**config.mk**
```make
export PLATFORM = sky130hd
export DESIGN_NAME = arb_grant_sink
export DESIGN_NICKNAME = d
export VERILOG_FILES = /design/src/rtl/arb_pkg.sv /design/src/rtl/arb_sync_fifo.sv /design/src/rtl/arb_grant_sink.sv
export SDC_FILE = /design/constraint.sdc
export NUM_CORES = 1
export LEC_CHECK = 0
export ABC_AREA = 0
export CORE_UTILIZATION = 48
export CTS_CLUSTER_SIZE = 10
export DETAILED_ROUTE_END_ITERATION = 6
export PLACE_DENSITY = 0.71
export SLEW_MARGIN = 15
export SYNTH_ARGS = -nofsm -noshare
export SYNTH_HDL_FRONTEND = slang
export SYNTH_SLANG_ARGS = --single-unit
export TNS_END_PERCENT = 5
```
**constraint.sdc**
```tcl
create_clock -name clk -period 2.1 [get_ports clk]
set_input_delay 0.315 -clock clk [delete_from_list [all_inputs] [get_ports clk]]
set_output_delay 0.315 -clock clk [all_outputs]
set_load 0.02 [all_outputs]
```
**src/rtl/arb_pkg.sv**
```systemverilog
// Shared types and constants for the arbiter grant sink.
package arb_pkg;

    typedef enum logic {IDLE = 1'b0, HOLD = 1'b1} sink_state_t;

    localparam int CNT_W = 16;

endpackage

```
**src/rtl/arb_sync_fifo.sv**
```systemverilog
// Synchronous show-ahead FIFO with extended-pointer full/empty detection.
module arb_sync_fifo #(
    parameter int WIDTH = 9,
    parameter int DEPTH = 4
) (
    input  logic                     clk,
    input  logic                     rst,
    input  logic                     push,
    input  logic [WIDTH-1:0]         push_data,
    input  logic                     pop,
    output logic [WIDTH-1:0]         pop_data,
    output logic                     full,
    output logic                     empty,
    output logic [$clog2(DEPTH):0]   count
);

    localparam int AW = $clog2(DEPTH);

    logic [AW:0]      wr_ptr;
    logic [AW:0]      rd_ptr;
    logic [WIDTH-1:0] mem [DEPTH];
    logic             push_ok;
    logic             pop_ok;

    assign full    = (wr_ptr[AW] != rd_ptr[AW]) && (wr_ptr[AW-1:0] == rd_ptr[AW-1:0]);
    assign empty   = (wr_ptr == rd_ptr);
    assign count   = wr_ptr - rd_ptr;
    assign push_ok = push && !full;
    assign pop_ok  = pop && !empty;

    // Head reads as zero when empty so stale entries never leak out.
    assign pop_data = empty ? '0 : mem[rd_ptr[AW-1:0]];

    always_ff @(posedge clk or posedge rst) begin
        if (rst) begin
            wr_ptr <= '0;
            rd_ptr <= '0;
        end else begin
            if (push_ok) wr_ptr <= wr_ptr + 1'b1;
            if (pop_ok)  rd_ptr <= rd_ptr + 1'b1;
        end
    end

    always_ff @(posedge clk) begin
        if (push_ok) mem[wr_ptr[AW-1:0]] <= push_data;
    end

endmodule

```
**src/rtl/arb_grant_sink.sv**
```systemverilog
// Four-phase grant consumer: synchronises req, acks, and queues {sel,data} in a FIFO.
// Optional per-channel grant counters are built when ARB_GRANT_CNT_EN is defined.
module arb_grant_sink
    import arb_pkg::*;
#(
    parameter int DATA_W      = 8,
    parameter int DEPTH       = 4,
    parameter int SYNC_STAGES = 2
) (
    input  logic                     clk,
    input  logic                     rst,
    input  logic                     req_in,
    input  logic                     sel_in,
    input  logic [DATA_W-1:0]        data_in,
    output logic                     ack_out,
    output logic                     out_valid,
    input  logic                     out_ready,
    output logic                     out_sel,
    output logic [DATA_W-1:0]        out_data,
    output logic [$clog2(DEPTH):0]   fifo_count
`ifdef ARB_GRANT_CNT_EN
    ,
    input  logic                     cnt_clr,
    output logic [CNT_W-1:0]         grant_cnt0,
    output logic [CNT_W-1:0]         grant_cnt1
`endif
);

    logic [SYNC_STAGES-1:0] sync_q;
    logic                   req_s;
    sink_state_t            state;
    logic                   push;
    logic                   fifo_full;
    logic                   fifo_empty;
    logic [DATA_W:0]        head;

    assign req_s = sync_q[SYNC_STAGES-1];

    always_ff @(posedge clk or posedge rst) begin
        if (rst) sync_q <= '0;
        else     sync_q <= {sync_q[SYNC_STAGES-2:0], req_in};
    end

    // A full FIFO simply withholds the ack; the request is retried every cycle.
    assign push = (state == IDLE) && req_s && !fifo_full;

    always_ff @(posedge clk or posedge rst) begin
        if (rst) begin
            state   <= IDLE;
            ack_out <= 1'b0;
        end else begin
            case (state)
                IDLE: begin
                    ack_out <= 1'b0;
                    if (push) begin
                        state   <= HOLD;
                        ack_out <= 1'b1;
                    end
                end
                HOLD: begin
                    if (!req_s) begin
                        state   <= IDLE;
                        ack_out <= 1'b0;
                    end
                end
                default: begin
                    state   <= IDLE;
                    ack_out <= 1'b0;
                end
            endcase
        end
    end

    arb_sync_fifo #(
        .WIDTH (DATA_W + 1),
        .DEPTH (DEPTH)
    ) u_fifo (
        .clk       (clk),
        .rst       (rst),
        .push      (push),
        .push_data ({sel_in, data_in}),
        .pop       (out_ready),
        .pop_data  (head),
        .full      (fifo_full),
        .empty     (fifo_empty),
        .count     (fifo_count)
    );

    assign out_valid = !fifo_empty;
    assign out_sel   = head[DATA_W];
    assign out_data  = head[DATA_W-1:0];

`ifdef ARB_GRANT_CNT_EN
    // Clear has priority over a coincident push; counters stick at all-ones.
    always_ff @(posedge clk or posedge rst) begin
        if (rst) begin
            grant_cnt0 <= '0;
            grant_cnt1 <= '0;
        end else if (cnt_clr) begin
            grant_cnt0 <= '0;
            grant_cnt1 <= '0;
        end else if (push) begin
            if (!sel_in && (grant_cnt0 != '1)) grant_cnt0 <= grant_cnt0 + 1'b1;
            if ( sel_in && (grant_cnt1 != '1)) grant_cnt1 <= grant_cnt1 + 1'b1;
        end
    end
`endif

endmodule

```
==> results of run 1 <==
worst register-to-register path: cells and delay by family (launching register included):
kind            cells  cell delay [ns]
buf+inv             2             0.22
flops               1             0.38
compound gates      1             0.41
simple gates        1             0.40
fa+ha+maj           1             0.30
through the flow:
stage                     setup TNS (ns)  setup WS, ns
after CTS                         -0.759        -0.201
final                            -0.0414       -0.0414
after global placement                 0        0.0186
after floorplan                    -1.04       -0.0289
after global routing              -0.286        -0.132
after detailed placement          -0.231       -0.0320
sequential cells by signal, summed over array words and instances, names as in the netlist:
name           cells
sync_q             2
u_fifo.rd_ptr      3
u_fifo.mem        36
u_fifo.wr_ptr      3
state              1
ack_out            1
per-layer routing:
metal | wire [um] | GRT usage, %
met5 | 0 | 0
met2 | 1610 | 27.3
met4 | 45 | 6.52
met3 | 123 | 5.38
met1 | 1330 | 20.8
Yosys cell counts (all sizes together) (2+ instances only):
cell type  instances
edfxtp            36
dfrtp             10
inv                9
mux4               9
nor2b              9
ha                 7
and2               4
mux2               3
a21oi              2
a31oi              2
nand2              2
o21ai              2
xnor2              2
xor2               2
timing repair:
item / CTS / global route
endpoints found under the setup margin: 13 / 28
gates resized for setup: 15 / 21
pin swaps: 0 / 1
endpoints found under the hold margin: 0 / 0
setup buffers: 0 / 3
power groups by stage:
stage	registers, mW	logic, mW	clock network (mW)
floorplan	1.27	1.25	0
global placement	1.26	2.17	0
detailed placement	1.27	2.21	0
CTS	1.25	2.07	0.549
global route	1.27	2.21	0.586
finish	1.25	2.04	0.539
area by class of cell:
class	instances	area share (%)
timing repair buffer	40	13.2
multi-input combinational	50	24.1
sequential	46	55.1
tap	48	2.48
clock inverter	1	0.207
clock buffer	7	3.57
inverter	9	1.40
kinds of logic (layout without fill, tap and decap cells):
family          after synthesis  count (layout)  share of synthesized area (%)
buf+inv                      11              57                           2.18
xor+xnor                      4               4                           2.18
flops                        46              46                           68.3
simple gates                 17              17                           5.39
fa+ha+maj                     8               8                           5.52
mux                          12              12                           12.3
compound gates                9               9                           4.05
worst min path at each step:
stage	slack (ns)	end	cells after the start
floorplan	0.16	ack_out$_DFFE_PP0P_	1
global placement	0.33	sync_q[1]$_DFF_PP0_	0
detailed placement	0.34	sync_q[1]$_DFF_PP0_	0
CTS	0.30	u_fifo.wr_ptr[0]$_DFFE_PP0P_	2
global route	0.34	u_fifo.wr_ptr[0]$_DFFE_PP0P_	2
finish	0.30	ack_out$_DFFE_PP0P_	2
==> impl_metrics.sql, run 1 <==
INSERT INTO impl_metrics (metric_group, metric, value, unit) VALUES
('status', 'status', 'finished with violations', ''),
('floorplan', 'rows', '22', ''),
('critical_path', 'cp_data_arrival_time', '1.83', 'ns'),
('timing', 'tightest_slew', '0.404', 'ns'),
('global_routing', 'grt_max_degree', '14', ''),
('critical_path', 'crit_cells', '7', ''),
('floorplan', 'horiz_die_dim', '65.7', 'um'),
('power', 'netSwitchingFraction', '38.0', '%'),
('cts', 'cts_tree', 'done', ''),
('critical_path', 'crit_path_cell_trace', 'inv_1 -> ha_1 -> nand2_1 -> nor2_4 -> buf_4 -> nor2b_1 -> dlygate4sd2_1', ''),
('logic_synthesis', 'synth.net_count', '128', ''),
('finish', 'ff_latch_area', '1330', 'um2'),
('timing', 'hold_ws', '0.298', 'ns'),
('floorplan', 'core', '3770', 'um2'),
('critical_path', 'cpPeakStageDelay', '0.38', 'ns'),
('cts', 'cts.path.max_buffers', '2', ''),
('power', 'internal-power', '2.37', 'mW'),
('power', 'irDropWorstVdd', '0.000849', 'V'),
('status', 'failed_checks', 'negative setup slack', ''),
('route', 'drc', '0', ''),
('critical_path', 'criticalPathCategory', 'reg2out', ''),
('power', 'lkg_pwr', '0.929', 'nW'),
('route', 'detail_route.iter0.violations', '9', ''),
('global_routing', 'grt_remaining_overflow', '0', ''),
('timing', 'post-route-min-period', '2.14', 'ns'),
('worst_hold_path', 'min_path_type', 'in2async', ''),
('logic_synthesis', 'synth_async_sr_flop_share', '21.7', '%'),
('logic_synthesis', 'proportion_of_netlist_area_held_by_the_largest_area_contributor', '55.5', '%'),
('global_routing', 'track_usage', '16.8', '%'),
('critical_path', 'reg2reg_setup_slack', '0.08', 'ns'),
('critical_path', 'crit_path_top_delay_cell', 'sky130_fd_sc_hd__dfrtp_1', ''),
('timing', 'fmaxAchievable', '0.467', 'GHz'),
('placement', 'buffer_ports.inserted', '26', ''),
('cts', 'clkLatencyLatePin', '0.29', 'ns'),
('critical_path', 'cp_data_required_time', '1.78', 'ns'),
('placement', 'placed_inst_area', '2340', 'um2'),
('finish', 'drive_above_1_share', '33.3', '%'),
('placement', 'dp.cells', '190', ''),
('route', 'firstDrtPassIters', '4', ''),
('timing', 'finalClockSkew', '0.00516', 'ns'),
('route', 'ant_nets', '0', ''),
('critical_path', 'worst_setup_path_endpoint', 'out_data[5]', ''),
('logic_synthesis', 'yosys_register_bits', '46', ''),
('power', 'design_power_total', '3.83', 'mW'),
('timing', 'report.final.setup_viol', '1', ''),
('logic_synthesis', 'synth_cell_type_count', '25', ''),
('logic_synthesis', 'synth_edf_count', '36', ''),
('placement', 'detailed_place_hpwl', '2190', 'um'),
('critical_path', 'critical-path-top-delay-family', 'buffers and inverters', ''),
('finish', 'num-nets-final', '173', ''),
('floorplan', 'starting_density_of_the_core', '51.7', '%'),
('power', 'cellPowerDensity', '1580', 'nW/um2'),
('timing', 'final_ws_setup', '-0.0414', 'ns'),
('finish', 'final_instance_area', '2420', 'um2'),
('timing', 'maxSlewHeadroom', '73.1', '%'),
('cts', 'numCtsBuffers', '5', ''),
('floorplan', 'boundaryPins', '27', ''),
('logic_synthesis', 'postSynth.topFlopCell', 'sky130_fd_sc_hd__edfxtp_1', ''),
('finish', 'antenna_cells', '0', ''),
('critical_path', 'reg2regPathDepth', '5', ''),
('finish', 'synth_to_layout_area_growth', '24.1', '%'),
('placement', 'gp_congestion', '0.762', ''),
('finish', 'layout.filler_cells', '273', ''),
('global_routing', 'first_global_vias', '1014', ''),
('finish', 'combined_area_of_the_multi_input_logic_cells', '582', 'um2'),
('route', 'vias', '1003', ''),
('logic_synthesis', 'seq_area_frac_synth', '68.3', '%'),
('cts', 'clock_tree.root_cell', 'sky130_fd_sc_hd__clkbuf_8', ''),
('logic_synthesis', 'ys.warnings.count', '0', ''),
('finish', 'fin_util', '64.1', '%'),
('critical_path', 'critPathLaunch', 'u_fifo.rd_ptr[1]$_DFFE_PP0P_', '');
Power figures use the tool's default switching activity.
==> run 2: changes to the inputs <==
--- a/config.mk
+++ b/config.mk
@@ -7,8 +7,8 @@
 export LEC_CHECK = 0
 export ABC_AREA = 0
 export CORE_UTILIZATION = 48
-export CTS_CLUSTER_SIZE = 10
 export DETAILED_ROUTE_END_ITERATION = 6
+export GPL_TIMING_DRIVEN = 1
 export PLACE_DENSITY = 0.71
 export SLEW_MARGIN = 15
 export SYNTH_ARGS = -nofsm -noshare
==> results of run 2 <==
The final DEF is identical to that of run 1; final timing and power are the same.
==> run 3: changes to the inputs <==
--- a/config.mk
+++ b/config.mk
@@ -6,10 +6,10 @@
 export NUM_CORES = 1
 export LEC_CHECK = 0
 export ABC_AREA = 0
-export CORE_UTILIZATION = 48
+export CORE_UTILIZATION = 39
 export DETAILED_ROUTE_END_ITERATION = 6
 export GPL_TIMING_DRIVEN = 1
-export PLACE_DENSITY = 0.71
+export PLACE_DENSITY = 0.59
 export SLEW_MARGIN = 15
 export SYNTH_ARGS = -nofsm -noshare
 export SYNTH_HDL_FRONTEND = slang
==> run 3 against run 2 <==
  * The run now ends clean
  * Final area grew 0.98%
  * First-iteration DRC count grew to 3.8 times the previous value
  * Die area grew 22%
  * Global-route usage shrank 1.1 points
  * Sequential cell count is the same
  * Setup slack gained 0.12 ns
  * Sequential power is essentially flat
  * Count of clock-buffer cells in the layout shrank 1
  * Wire length grew 14%
  * Largest cell class unchanged
==> impl_metrics.sql, run 3 (synthesis results as in run 1) <==
INSERT INTO impl_metrics (metric_group, metric, value, unit) VALUES
('timing', 'fmaxAchievable', '0.495', 'GHz'),
('power', 'combinationalPowerShare', '52.9', '%'),
('power', 'irDropWorstVdd', '0.000702', 'V'),
('cts', 'clkSlewWorstSetupHoldPaths', '0.09', 'ns'),
('route', 'ant_nets', '0', ''),
('timing', 'rsz0062_at_grt', 'true', ''),
('floorplan', 'boundaryPins', '27', ''),
('power', 'design_power_total', '3.87', 'mW'),
('floorplan', 'starting_density_of_the_core', '41.0', '%'),
('finish', 'layout.filler_cells', '431', ''),
('timing', 'maxSlewHeadroom', '71.7', '%'),
('timing', 'report.final.setup_viol', '0', ''),
('global_routing', 'grt_remaining_overflow', '0', ''),
('power', 'netSwitchingFraction', '38.9', '%'),
('finish', 'antenna_cells', '0', ''),
('finish', 'combined_area_of_the_multi_input_logic_cells', '582', 'um2'),
('finish', 'layout.cells.most_common_list', 'sky130_fd_sc_hd__edfxtp_1 (36), sky130_fd_sc_hd__clkdlybuf4s50_1 (13), sky130_fd_sc_hd__buf_4 (13)', ''),
('route', 'vias', '1051', ''),
('critical_path', 'crit_path_top_delay_cell', 'sky130_fd_sc_hd__and2_2', ''),
('critical_path', 'cp_max_fo', '9', ''),
('global_routing', 'grt_max_degree', '15', ''),
('placement', 'buffer_ports.inserted', '26', ''),
('status', 'status', 'completed', ''),
('finish', 'num-nets-final', '173', ''),
('cts', 'clock_tree.root_cell', 'sky130_fd_sc_hd__clkbuf_8', ''),
('finish', 'ff_latch_area', '1330', 'um2'),
('floorplan', 'rows', '25', ''),
('finish', 'final_common_cell', 'sky130_fd_sc_hd__edfxtp_1', ''),
('timing', 'finalClockSkew', '0.00412', 'ns'),
('route', 'drc', '0', ''),
('power', 'share_clk_of_total_power', '14.6', '%'),
('critical_path', 'worstSetupStartpointType', 'flip-flop', ''),
('power', 'cellPowerDensity', '1590', 'nW/um2'),
('global_routing', 'first_global_vias', '1130', ''),
('timing', 'fin_setup_tns', '0', 'ns'),
('job', 'drv_cap', '0', ''),
('critical_path', 'cp_data_required_time', '2.08', 'ns'),
('critical_path', 'criticalPathCategory', 'reg2reg', ''),
('power', 'lkg_pwr', '0.926', 'nW'),
('cts', 'cts_tree', 'done', ''),
('cts', 'cts.sinks', '46', ''),
('timing', 'post-route-min-period', '2.02', 'ns'),
('timing', 'drv_slew', '0', ''),
('route', 'detail_route.iter0.violations', '34', ''),
('floorplan', 'horiz_die_dim', '72.7', 'um'),
('critical_path', 'crit_path_cell_trace', 'inv_1 -> ha_1 -> buf_4 -> a311oi_4 -> and2_2', ''),
('timing', 'tightest_slew', '0.424', 'ns'),
('route', 'post_drt_wl_per_cell', '16.1', 'um'),
('placement', 'detailed_place_hpwl', '2400', 'um'),
('critical_path', 'cp_data_arrival_time', '2.00', 'ns'),
('floorplan', 'core', '4750', 'um2'),
('cts', 'clkLatencyLatePin', '0.30', 'ns'),
('power', 'p_sw', '1.51', 'mW'),
('floorplan', 'die_height', '72.7', 'um'),
('timing', 'timing.final.hold_violations', '0', ''),
('route', 'firstDrtPassIters', '4', ''),
('cts', 'numCtsBuffers', '5', ''),
('global_routing', 'track_usage', '15.7', '%'),
('critical_path', 'timing.critical_path.buf_inv', '2', ''),
('critical_path', 'worstSetupEndpointType', 'flip-flop', ''),
('route', 'drt_wl_total', '3550', 'um'),
('worst_hold_path', 'min_path_type', 'in2async', ''),
('floorplan', 'die-area', '5280', 'um2'),
('cts', 'htree_num_levels', '2', ''),
('global_routing', 'grt_pass1_wl', '5780', 'um'),
('finish', 'drive_above_1_share', '34.6', '%'),
('finish', 'largest_register_ffs', '36', ''),
('global_routing', 'antenna_found_initial', '0', ''),
('finish', 'synth_to_layout_area_growth', '25.3', '%'),
('route', 'detail_route.vias_per_cell', '4.78', ''),
('cts', 'cts.path.max_buffers', '2', ''),
('power', 'internal-power', '2.36', 'mW'),
('critical_path', 'critical-path-top-delay-family', 'simple AND/OR/NAND/NOR gates', ''),
('placement', 'gp_congestion', '0.796', ''),
('power', 'power.share.sequential', '32.5', '%'),
('critical_path', 'cpPeakStageDelay', '0.41', 'ns'),
('timing', 'timing.final.crit_share', '96.1', '%');
[run 3: power by group through the flow]
stage	clock network (mW)	logic, mW	registers [mW]
detailed placement	0	2.24	1.28
finish	0.565	2.05	1.26
CTS	0.584	2.12	1.26
global placement	0	2.22	1.26
global route	0.621	2.23	1.28
floorplan	0	1.25	1.27
[run 3: final timing paths]
check / start / endpoint / slack (ns) / cells after the start
setup / recovery: u_fifo.rd_ptr[1]$_DFFE_PP0P_ / u_fifo.mem[2][0]$_DFFE_PP_ / 0.08 / 5
hold / removal: rst / ack_out$_DFFE_PP0P_ / 0.30 / 2
setup reg to reg: u_fifo.rd_ptr[1]$_DFFE_PP0P_ / u_fifo.mem[2][0]$_DFFE_PP_ / 0.08 / 5
hold reg to reg: sync_q[0]$_DFF_PP0_ / sync_q[1]$_DFF_PP0_ / 0.35 / 0
max in group asynchronous: rst / u_fifo.rd_ptr[0]$_DFFE_PP0P_ / 1.51 / 2
min in group clk: sync_q[0]$_DFF_PP0_ / sync_q[1]$_DFF_PP0_ / 0.35 / 0
[run 3: final cells by class]
cell class	instances	area share, %
multi-input combinational	50	23.8
clock inverter	2	0.513
sequential	46	54.5
clock buffer	6	3.38
tap	67	3.43
timing repair buffer	40	12.9
inverter	9	1.38
[run 3: timing repair]
item / in CTS / in global routing
cloned: 0 / 0
setup endpoints to repair: 13 / 48
hold buffers: 0 / 0
hold endpoints to repair: 0 / 0
resized for setup: 21 / 21
setup buffers: 0 / 2
pin swaps: 0 / 1
[run 3: stage by stage]
step / hold WS [ns] / utilization, % / worst slack, ns / cells / area (um2)
after floorplan: 0.155 / - / -0.0289 / 107 / 1950
after global placement: 0.335 / 50.0 / -0.0121 / 210 / 2380
after detailed placement: 0.335 / 50.0 / -0.0768 / 210 / 2380
after CTS: 0.307 / 52.0 / -0.230 / 218 / 2470
after global routing: 0.345 / 51.3 / -0.0502 / 220 / 2440
final: 0.298 / 51.3 / 0.0813 / 220 / 2440
[run 3: metal layers]
layer	vias up	GRT usage [%]	part of all wire, %
met5	-	0	0
met4	0	6.54	1.1
li1	488	-	-
met3	5	4.14	3.1
met1	537	18.4	42
met2	21	27.2	54
